===== config.mk =====
export PLATFORM = sky130hd
export DESIGN_NAME = mem_access_ctrl_flat
export DESIGN_NICKNAME = d
export VERILOG_FILES = /design/src/rtl/mem_access_ctrl_pkg.sv /design/src/rtl/mem_access_ctrl_if.sv /design/src/rtl/mem_access_ctrl_addr_decode.sv /design/src/rtl/mem_access_ctrl.sv /design/src/flat_wrapper.sv
export SDC_FILE = /design/constraint.sdc
export NUM_CORES = 1
export LEC_CHECK = 0
export CORE_UTILIZATION = 40
export CTS_BUF_LIST = sky130_fd_sc_hd__clkbuf_16
export CTS_CLUSTER_DIAMETER = 80
export DETAILED_ROUTE_END_ITERATION = 8
export PLACE_DENSITY = 0.89
export SYNTH_ARGS = -nofsm -noshare
export SYNTH_HDL_FRONTEND = slang
export SYNTH_HIERARCHICAL = 1
export SYNTH_SLANG_ARGS = --single-unit

===== constraint.sdc =====
create_clock -name clk -period 4.8 [get_ports clk]
set_input_delay 1.2 -clock clk [delete_from_list [all_inputs] [get_ports clk]]
set_output_delay 1.2 -clock clk [all_outputs]
set_load 0.02 [all_outputs]

===== src/rtl/mem_access_ctrl_pkg.sv =====
// ============================================================================
// Module   : mem_pkg
// Purpose  : State encoding and address-map constants for mem_access_ctrl.
// Revision : 1.0
// ============================================================================
`default_nettype none

package mem_pkg;

    typedef enum logic [1:0] {
        IDLE    = 2'd0,
        DM_RD   = 2'd1,
        IO_WAIT = 2'd2,
        RESP    = 2'd3
    } mac_state_t;

    localparam logic [31:0] IO_BASE_DEFAULT = 32'hFFFF_0000;
    // Byte address bits below WORD_LSB select a byte within a 32-bit word.
    localparam int          WORD_LSB        = 2;

endpackage

`default_nettype wire


===== src/rtl/mem_access_ctrl_if.sv =====
// ============================================================================
// Module   : mem_access_ctrl_if
// Purpose  : Pipeline request/response, data_memory and MMIO signal bundle.
// Revision : 1.0
// ============================================================================
`default_nettype none

interface mem_access_ctrl_if #(
    parameter int DM_AW = 16,
    parameter int IO_AW = 8
);
    logic             req_valid;
    logic             req_ready;
    logic             req_we;
    logic [31:0]      req_addr;
    logic [31:0]      req_wdata;
    logic             resp_valid;
    logic [31:0]      resp_rdata;
    logic             resp_fault;
    logic [DM_AW-1:0] dm_address;
    logic [31:0]      dm_data_in;
    logic             dm_write;
    logic             dm_read;
    logic [31:0]      dm_data_out;
    logic             dm_stall;
    logic             io_valid;
    logic             io_we;
    logic [IO_AW-1:0] io_addr;
    logic [31:0]      io_wdata;
    logic             io_ready;
    logic [31:0]      io_rdata;

    // Controller view.
    modport slave (
        input  req_valid, req_we, req_addr, req_wdata,
        input  dm_data_out, dm_stall, io_ready, io_rdata,
        output req_ready, resp_valid, resp_rdata, resp_fault,
        output dm_address, dm_data_in, dm_write, dm_read,
        output io_valid, io_we, io_addr, io_wdata
    );

    // Pipeline plus memory/MMIO view.
    modport master (
        output req_valid, req_we, req_addr, req_wdata,
        output dm_data_out, dm_stall, io_ready, io_rdata,
        input  req_ready, resp_valid, resp_rdata, resp_fault,
        input  dm_address, dm_data_in, dm_write, dm_read,
        input  io_valid, io_we, io_addr, io_wdata
    );

endinterface

`default_nettype wire


===== src/rtl/mem_access_ctrl_addr_decode.sv =====
// ============================================================================
// Module   : mem_addr_decode
// Purpose  : Splits a byte address into BRAM/MMIO space and word addresses.
// Revision : 1.0
// ============================================================================
`default_nettype none

module mem_addr_decode
    import mem_pkg::*;
#(
    parameter int          DM_AW   = 16,
    parameter logic [31:0] IO_BASE = IO_BASE_DEFAULT,
    parameter int          IO_AW   = 8
) (
    input  logic [31:0]      addr_i,
    output logic             is_io_o,
    output logic             misaligned_o,
    output logic [DM_AW-1:0] dm_addr_o,
    output logic [IO_AW-1:0] io_addr_o
);

    logic [31:0] w_io_offset;
    logic        w_unused;

    assign is_io_o      = (addr_i >= IO_BASE);
    assign misaligned_o = |addr_i[WORD_LSB-1:0];
    // Upper DM bits are dropped on purpose: BRAM space aliases.
    assign dm_addr_o    = addr_i[WORD_LSB +: DM_AW];
    assign w_io_offset  = addr_i - IO_BASE;
    assign io_addr_o    = w_io_offset[WORD_LSB +: IO_AW];
    assign w_unused     = ^{w_io_offset[31:WORD_LSB+IO_AW], w_io_offset[WORD_LSB-1:0]};

endmodule

`default_nettype wire


===== src/rtl/mem_access_ctrl.sv =====
// ============================================================================
// Module   : mem_access_ctrl
// Purpose  : MEM-stage controller steering loads/stores to BRAM or MMIO.
//            Optional MEM_ALIGN_CHECK_EN faults misaligned accesses.
// Revision : 1.0
// ============================================================================
`default_nettype none

module mem_access_ctrl
    import mem_pkg::*;
#(
    parameter int          DM_AW   = 16,
    parameter logic [31:0] IO_BASE = IO_BASE_DEFAULT,
    parameter int          IO_AW   = 8
) (
    input  logic             clk,
    input  logic             rst_n,
    mem_access_ctrl_if.slave bus
);

    mac_state_t       state_q;
    logic             resp_valid_q;
    logic             fault_q;
    logic [31:0]      rdata_q;
    logic             io_valid_q;
    logic             io_we_q;
    logic [IO_AW-1:0] io_addr_q;
    logic [31:0]      io_wdata_q;

    logic             w_is_io;
    logic             w_misaligned;
    logic [DM_AW-1:0] w_dm_addr;
    logic [IO_AW-1:0] w_io_addr;
    logic             w_fault;
    logic             w_ready;
    logic             w_accept;
    logic             w_go_dm;
    logic [31:0]      w_rdata;
    logic             w_unused;

    mem_addr_decode #(
        .DM_AW   (DM_AW),
        .IO_BASE (IO_BASE),
        .IO_AW   (IO_AW)
    ) u_decode (
        .addr_i       (bus.req_addr),
        .is_io_o      (w_is_io),
        .misaligned_o (w_misaligned),
        .dm_addr_o    (w_dm_addr),
        .io_addr_o    (w_io_addr)
    );

`ifdef MEM_ALIGN_CHECK_EN
    assign w_fault         = w_misaligned;
    assign bus.resp_fault  = fault_q;
`else
    assign w_fault         = 1'b0;
    assign bus.resp_fault  = 1'b0;
`endif

    assign w_ready  = (state_q == IDLE);
    assign w_accept = bus.req_valid & w_ready;
    assign w_go_dm  = w_accept & ~w_is_io & ~w_fault;

    // BRAM strobes exist only in the accept cycle; the memory samples them at its edge.
    assign bus.dm_write   = w_go_dm & bus.req_we;
    assign bus.dm_read    = w_go_dm & ~bus.req_we;
    assign bus.dm_address = w_go_dm ? w_dm_addr : '0;
    assign bus.dm_data_in = (w_go_dm & bus.req_we) ? bus.req_wdata : '0;

    always_ff @(posedge clk or negedge rst_n) begin
        if (!rst_n) begin
            state_q      <= IDLE;
            resp_valid_q <= 1'b0;
            fault_q      <= 1'b0;
            rdata_q      <= '0;
            io_valid_q   <= 1'b0;
            io_we_q      <= 1'b0;
            io_addr_q    <= '0;
            io_wdata_q   <= '0;
        end else begin
            case (state_q)
                IDLE: begin
                    if (w_accept) begin
                        rdata_q <= '0;
                        fault_q <= w_fault;
                        if (w_fault) begin
                            state_q      <= RESP;
                            resp_valid_q <= 1'b1;
                        end else if (w_is_io) begin
                            state_q    <= IO_WAIT;
                            io_valid_q <= 1'b1;
                            io_we_q    <= bus.req_we;
                            io_addr_q  <= w_io_addr;
                            io_wdata_q <= bus.req_wdata;
                        end else if (bus.req_we) begin
                            state_q      <= RESP;
                            resp_valid_q <= 1'b1;
                        end else begin
                            state_q      <= DM_RD;
                            resp_valid_q <= 1'b1;
                        end
                    end
                end
                DM_RD: begin
                    state_q      <= IDLE;
                    resp_valid_q <= 1'b0;
                end
                IO_WAIT: begin
                    if (bus.io_ready) begin
                        state_q      <= RESP;
                        resp_valid_q <= 1'b1;
                        io_valid_q   <= 1'b0;
                        rdata_q      <= io_we_q ? 32'h0 : bus.io_rdata;
                    end
                end
                RESP: begin
                    state_q      <= IDLE;
                    resp_valid_q <= 1'b0;
                    fault_q      <= 1'b0;
                end
                default: state_q <= IDLE;
            endcase
        end
    end

    // Load data from BRAM is passed through in the cycle after dm_read.
    always_comb begin
        w_rdata = '0;
        if (state_q == DM_RD) begin
            w_rdata = bus.dm_data_out;
        end else if (state_q == RESP) begin
            w_rdata = rdata_q;
        end
    end

    assign bus.req_ready  = w_ready;
    assign bus.resp_valid = resp_valid_q;
    assign bus.resp_rdata = w_rdata;
    assign bus.io_valid   = io_valid_q;
    assign bus.io_we      = io_we_q;
    assign bus.io_addr    = io_addr_q;
    assign bus.io_wdata   = io_wdata_q;

    assign w_unused = ^{bus.dm_stall, w_misaligned, fault_q};

endmodule

`default_nettype wire


===== src/flat_wrapper.sv =====
// flat-port wrapper written by rule: the top's interface ports become plain ports
module mem_access_ctrl_flat import mem_pkg::*;
#(
    parameter int          DM_AW   = 16,
    parameter logic [31:0] IO_BASE = IO_BASE_DEFAULT,
    parameter int          IO_AW   = 8
)
  (clk, rst_n, bus_req_valid, bus_req_we, bus_req_addr, bus_req_wdata, bus_dm_data_out, bus_dm_stall, bus_io_ready, bus_io_rdata, bus_req_ready, bus_resp_valid, bus_resp_rdata, bus_resp_fault, bus_dm_address, bus_dm_data_in, bus_dm_write, bus_dm_read, bus_io_valid, bus_io_we, bus_io_addr, bus_io_wdata);
  mem_access_ctrl_if #(.DM_AW(DM_AW), .IO_AW(IO_AW)) bus_i ();
  input  logic clk;
  input  logic rst_n;
  input wire logic [$bits(bus_i.req_valid)-1:0] bus_req_valid;
  input wire logic [$bits(bus_i.req_we)-1:0] bus_req_we;
  input wire logic [$bits(bus_i.req_addr)-1:0] bus_req_addr;
  input wire logic [$bits(bus_i.req_wdata)-1:0] bus_req_wdata;
  input wire logic [$bits(bus_i.dm_data_out)-1:0] bus_dm_data_out;
  input wire logic [$bits(bus_i.dm_stall)-1:0] bus_dm_stall;
  input wire logic [$bits(bus_i.io_ready)-1:0] bus_io_ready;
  input wire logic [$bits(bus_i.io_rdata)-1:0] bus_io_rdata;
  output wire logic [$bits(bus_i.req_ready)-1:0] bus_req_ready;
  output wire logic [$bits(bus_i.resp_valid)-1:0] bus_resp_valid;
  output wire logic [$bits(bus_i.resp_rdata)-1:0] bus_resp_rdata;
  output wire logic [$bits(bus_i.resp_fault)-1:0] bus_resp_fault;
  output wire logic [$bits(bus_i.dm_address)-1:0] bus_dm_address;
  output wire logic [$bits(bus_i.dm_data_in)-1:0] bus_dm_data_in;
  output wire logic [$bits(bus_i.dm_write)-1:0] bus_dm_write;
  output wire logic [$bits(bus_i.dm_read)-1:0] bus_dm_read;
  output wire logic [$bits(bus_i.io_valid)-1:0] bus_io_valid;
  output wire logic [$bits(bus_i.io_we)-1:0] bus_io_we;
  output wire logic [$bits(bus_i.io_addr)-1:0] bus_io_addr;
  output wire logic [$bits(bus_i.io_wdata)-1:0] bus_io_wdata;
  assign bus_i.req_valid = bus_req_valid;
  assign bus_i.req_we = bus_req_we;
  assign bus_i.req_addr = bus_req_addr;
  assign bus_i.req_wdata = bus_req_wdata;
  assign bus_i.dm_data_out = bus_dm_data_out;
  assign bus_i.dm_stall = bus_dm_stall;
  assign bus_i.io_ready = bus_io_ready;
  assign bus_i.io_rdata = bus_io_rdata;
  assign bus_req_ready = bus_i.req_ready;
  assign bus_resp_valid = bus_i.resp_valid;
  assign bus_resp_rdata = bus_i.resp_rdata;
  assign bus_resp_fault = bus_i.resp_fault;
  assign bus_dm_address = bus_i.dm_address;
  assign bus_dm_data_in = bus_i.dm_data_in;
  assign bus_dm_write = bus_i.dm_write;
  assign bus_dm_read = bus_i.dm_read;
  assign bus_io_valid = bus_i.io_valid;
  assign bus_io_we = bus_i.io_we;
  assign bus_io_addr = bus_i.io_addr;
  assign bus_io_wdata = bus_i.io_wdata;
  mem_access_ctrl #(.DM_AW(DM_AW), .IO_BASE(IO_BASE), .IO_AW(IO_AW)) u_core (.clk(clk), .rst_n(rst_n), .bus(bus_i));
endmodule

Yosys cells after proc, flatten, opt, wreduce, memory -nomap -nowiden
Index checks and enable logic that the tools add are counted.

Register bits: 77. Input port bits: 134. Output and inout port bits: 127. Logic and storage cells: 51.

$add $sub $neg: 1. Magnitude comparators: 1. Equality and inequality tests: 7. Mux-type cells: 21. Bitwise logic cells: 6. Reductions and logical operators: 8.

Operator list (count): 2-to-1 mux 32 bit (6); case mux 32 bit (2 select lines) (1); greater-or-equal comparator 32 bit (second input constant) (1); 2-to-1 mux 16 bit (1); subtractor 10 x 1 -> 10 bit (second input constant) (1); AND reduction 3 bit (3); 2-to-1 mux 2 bit (4); 2-to-1 mux 1 bit (6); inequality test 2 bit (second input constant) (3); case mux 2 bit (3 select lines) (1); bitwise AND 1 bit (4); equality test 2 bit (second input constant) (2); AND reduction 4 bit (1); case mux 1 bit (3 select lines) (1); equality test 2 x 1 -> 1 bit (second input constant) (1); zero test 2 bit (1); inequality test 2 x 1 -> 1 bit (second input constant) (1); inverter 1 bit (2); case mux 1 bit (2 select lines) (1); AND reduction 2 bit (1); nonzero test 2 bit (1); OR reduction 2 bit (1).

Logic depth before layout (Yosys ltp)
Depth in word-level cells: 5. Mapped depth: 7. Gate-level depth less buffers: 5.

By module
The synthesis kept the hierarchy.

By module, submodules not included: mem_access_ctrl (times used 1, cells each 379, area an instance 4093.9 µm², sequential area each 1926.8 µm²); mem_addr_decode (times used 1, cells each 30, area an instance 224.0 µm², sequential area each 0.0 µm²).

Least setup slack after synthesis
OpenSTA, ideal clock, no wires.

Kind: input-to-output. Start: in bus_req_addr[31]. End: out bus_dm_data_in[22]. Arrival time: 2598 ps. Data required time: 3600 ps. Setup slack: 1002 ps. Stages: 6. Path buffers: 1. Cells stage by stage: nand4_1 > nor4_2 > nor2_1 > and4b_1 > buf_2 > and2_1.

Cells in the longest elaborated chain, start to end: 5.

Ends and longest elaborated chain: start, declared (RTL line flat_wrapper.sv:14) `input wire logic [$bits(bus_i.req_addr)-1:0] bus_req_addr;`; greater-or-equal comparator 32 bit (RTL line mem_access_ctrl_addr_decode.sv:25) `assign is_io_o = (addr_i >= IO_BASE);`; net u_core.w_is_io (RTL line mem_access_ctrl.sv:30) `logic w_is_io;`; inverter 1 bit (RTL line mem_access_ctrl.sv:63) `assign w_go_dm = w_accept & ~w_is_io & ~w_fault;`; bitwise AND 1 bit (RTL line mem_access_ctrl.sv:63); bitwise AND 1 bit; net bus_dm_write (RTL line flat_wrapper.sv:26) `output wire logic [$bits(bus_i.dm_write)-1:0] bus_dm_write;`; 2-to-1 mux 32 bit (RTL line mem_access_ctrl.sv:69) `assign bus.dm_data_in = (w_go_dm & bus.req_we) ? bus.req_wdata : '0;`; end, declared (RTL line flat_wrapper.sv:25) `output wire logic [$bits(bus_i.dm_data_in)-1:0] bus_dm_data_in;`.

The timed path passes the listed nets, and every way through them passes these cells.

Worst setup path after layout
Start: in bus_req_addr[16]. End: out bus_dm_data_in[1].

Cells in the longest elaborated chain, start to end: 5.

Ends and longest elaborated chain (RTL line): greater-or-equal comparator 32 bit (mem_access_ctrl_addr_decode.sv:25); net u_core.w_is_io (mem_access_ctrl.sv:30); inverter 1 bit (mem_access_ctrl.sv:63); bitwise AND 1 bit (mem_access_ctrl.sv:63); bitwise AND 1 bit (mem_access_ctrl.sv:69); 2-to-1 mux 32 bit (mem_access_ctrl.sv:69).

The timed path passes the listed nets, and every way through them passes these cells.

==> metrics.txt <==
Internal=roughly 0.0017 W; Final Critical Period=4.60 ns; WL per Instance=16.9 um; TritonCTS clock tree=built; Detail Route Antenna Nets=0; final WL=12.9 mm; kind of start point of the critical path=input port; n_diodes=0; crit path DAT=3.40 ns; hold crit path type=register to register; GRT Overall Usage=0.232; warnings from Yosys=6; Net Switching=0.000785 W; Worst Path Max Fanout=33; Synth Area per Inst=~11 um2; H-tree levels=3; Syn Nets=542; Die Ht=approximately 110 um; VDD IR-drop max=0.198 mV; WP data required=3.60 ns; Fin. Hold Viols=0; WP buf/inv=3; Setup-failing EPs final=0; f_max=0.217 GHz; row count=37; Synth-to-Final Area Change=64.1%; r2r startpoint=u_core/state_q[1]; clock network fraction of design power=0.307; PortBufs=256; most frequent cells in the layout=clkdlybuf4s50_1, dfrtp_1, and2_1, mux2_2, o21ai_0; CP endpoint kind=output port; Vias=3,808; status=completed; Die Width=106 um; clock sink total=77; vias in the first global route=3,946; Crit-path slowest cell=clkdlybuf4s50_1; Register Area=1930 um2; Static Leak=2.95 nW; Sw Ratio=0.318; Hold Startpoint=u_core/bus.io_wdata[14]; Vias/cell=between 4 and 5; unrepaired setup endpoints after global routing=false; largest net degree at the start of global routing=102; setup TNS=0 ns; r2r setup slk=around 2.2 ns; floorplan core area=10,400 um2; CP top delay family=buffers and inverters; DRT iter0 DRCs=142; commonest non-fill, non-tap cell in the layout=clkdlybuf4s50_1; CTS root buf=clkbuf_16; Max-Cap Viols=0; GRT overflow=0; global-route wire length before repair=slightly above 20 mm; worst-path cell chain=clkdlybuf4s50_1 -> nand4_1 -> nor4_2 -> nor2_1 -> and4b_1 -> buf_12 -> and2_1 -> clkdlybuf4s50_1; Mapped Area=4310 um2; Hold Slack=0.508 ns; part of the power in registers=0.322; dpl hpwl=9.38 mm; r2r worst-path depth=5; hold buffer count at cts=0; reg2reg end=u_core/rdata_q[4]; RD Place Congestion=0.772; slowest stage delay, CP=roughly 0.54 ns; share of power burned in combinational logic=0.371; cells after synthesis=408; Crit Path Class=input port to output port; Ports=261; Setup Skew=0.00369 ns; pwr dens=349 nW/um2; Initial Utilization=0.416; slew margin rel.=0.343; CP dominant cell by count=clkdlybuf4s50_1; Nets=around 760; antenna violations before repair=0; hold depth=1; clock buffer depth=2; Design Area, Final=7070 um2; CTS clock-pin slew for the worst setup and hold paths=roughly 0.05 ns; DIE AREA=11,200 um2; postcts setup bufs=0; Period Utilization, post-route=0.959; share of cells above drive strength 1=0.113; Slew @ Worst Pin=approximately 0.99 ns; worst hold endpoint=u_core/bus.io_wdata[14]; dpl cell area=between 6000 and 7000 um2; Multi-input gate area=2010 um2; FILL cells=770; post-cts resize count=0; total CTS buffers=9; Pre-Repair DR Iteration Count=5; final slew viol count=0; clk_lat worst skew=0.33 ns; DRC Markers=0
==> power by group through the flow <==
stage,Combinational (W),Sequential (W),Clock (W)
detailed placement,0.000920,0.000804,0
floorplan,0.000549,0.000790,0
finish,0.000916,0.000793,0.000758
global placement,0.000899,0.000797,0
global route,0.000986,0.000803,0.000800
CTS,0.000927,0.000793,0.000772
==> cell type report <==
cell class	count	share of cell area
repair buffers	264	0.372
multi-input cells	271	0.284
flip-flops and latches	77	0.273
clock buffers	9	0.0318
well taps	136	0.0241
clock inverters	7	0.0150
inverters	1	0.000531
==> flip-flops by register name, summed over array words and instances (netlist names) <==
signal	count
u_core/bus.io_wdata	32
u_core/rdata_q	32
u_core/bus.io_addr	8
u_core/state_q	2
u_core/bus.io_valid	1
u_core/bus.io_we	1
u_core/bus.resp_valid	1
==> metal layers <==
layer | wire [um] | global-route usage | vias up
met3 | 1290 | 0.0866 | 25
li1 | - | - | 1807
met1 | 4910 | 0.257 | 1791
met5 | 0 | 0 | -
met4 | 327 | 0.0952 | 0
met2 | 6370 | 0.399 | 185
==> stage by stage <==
stage | std cells | util | power, W | worst slack [ns]
floorplan | 408 | - | 0.00134 | 1.00
global placement | 749 | 0.650 | 0.00170 | 0.182
detailed placement | 749 | 0.650 | 0.00172 | 0.177
CTS | 765 | 0.682 | 0.00249 | 0.176
global route | 765 | 0.682 | 0.00259 | 0.0561
finish | 765 | 0.682 | 0.00247 | 0.197
==> how the worst max path moves through the flow <==
stage,from,to,slack [ns],cells past startpoint
after global routing,bus_req_addr[31],bus_dm_data_in[21],0.06,8
final,bus_req_addr[16],bus_dm_data_in[1],0.20,8
after floorplan,bus_req_addr[31],bus_dm_data_in[22],1.00,6
after detailed placement,bus_req_addr[31],bus_dm_data_in[21],0.18,8
after global placement,bus_req_addr[31],bus_dm_data_in[21],0.18,8
after CTS,bus_req_addr[31],bus_dm_data_in[21],0.18,8
(Power assumes the default switching activity.)
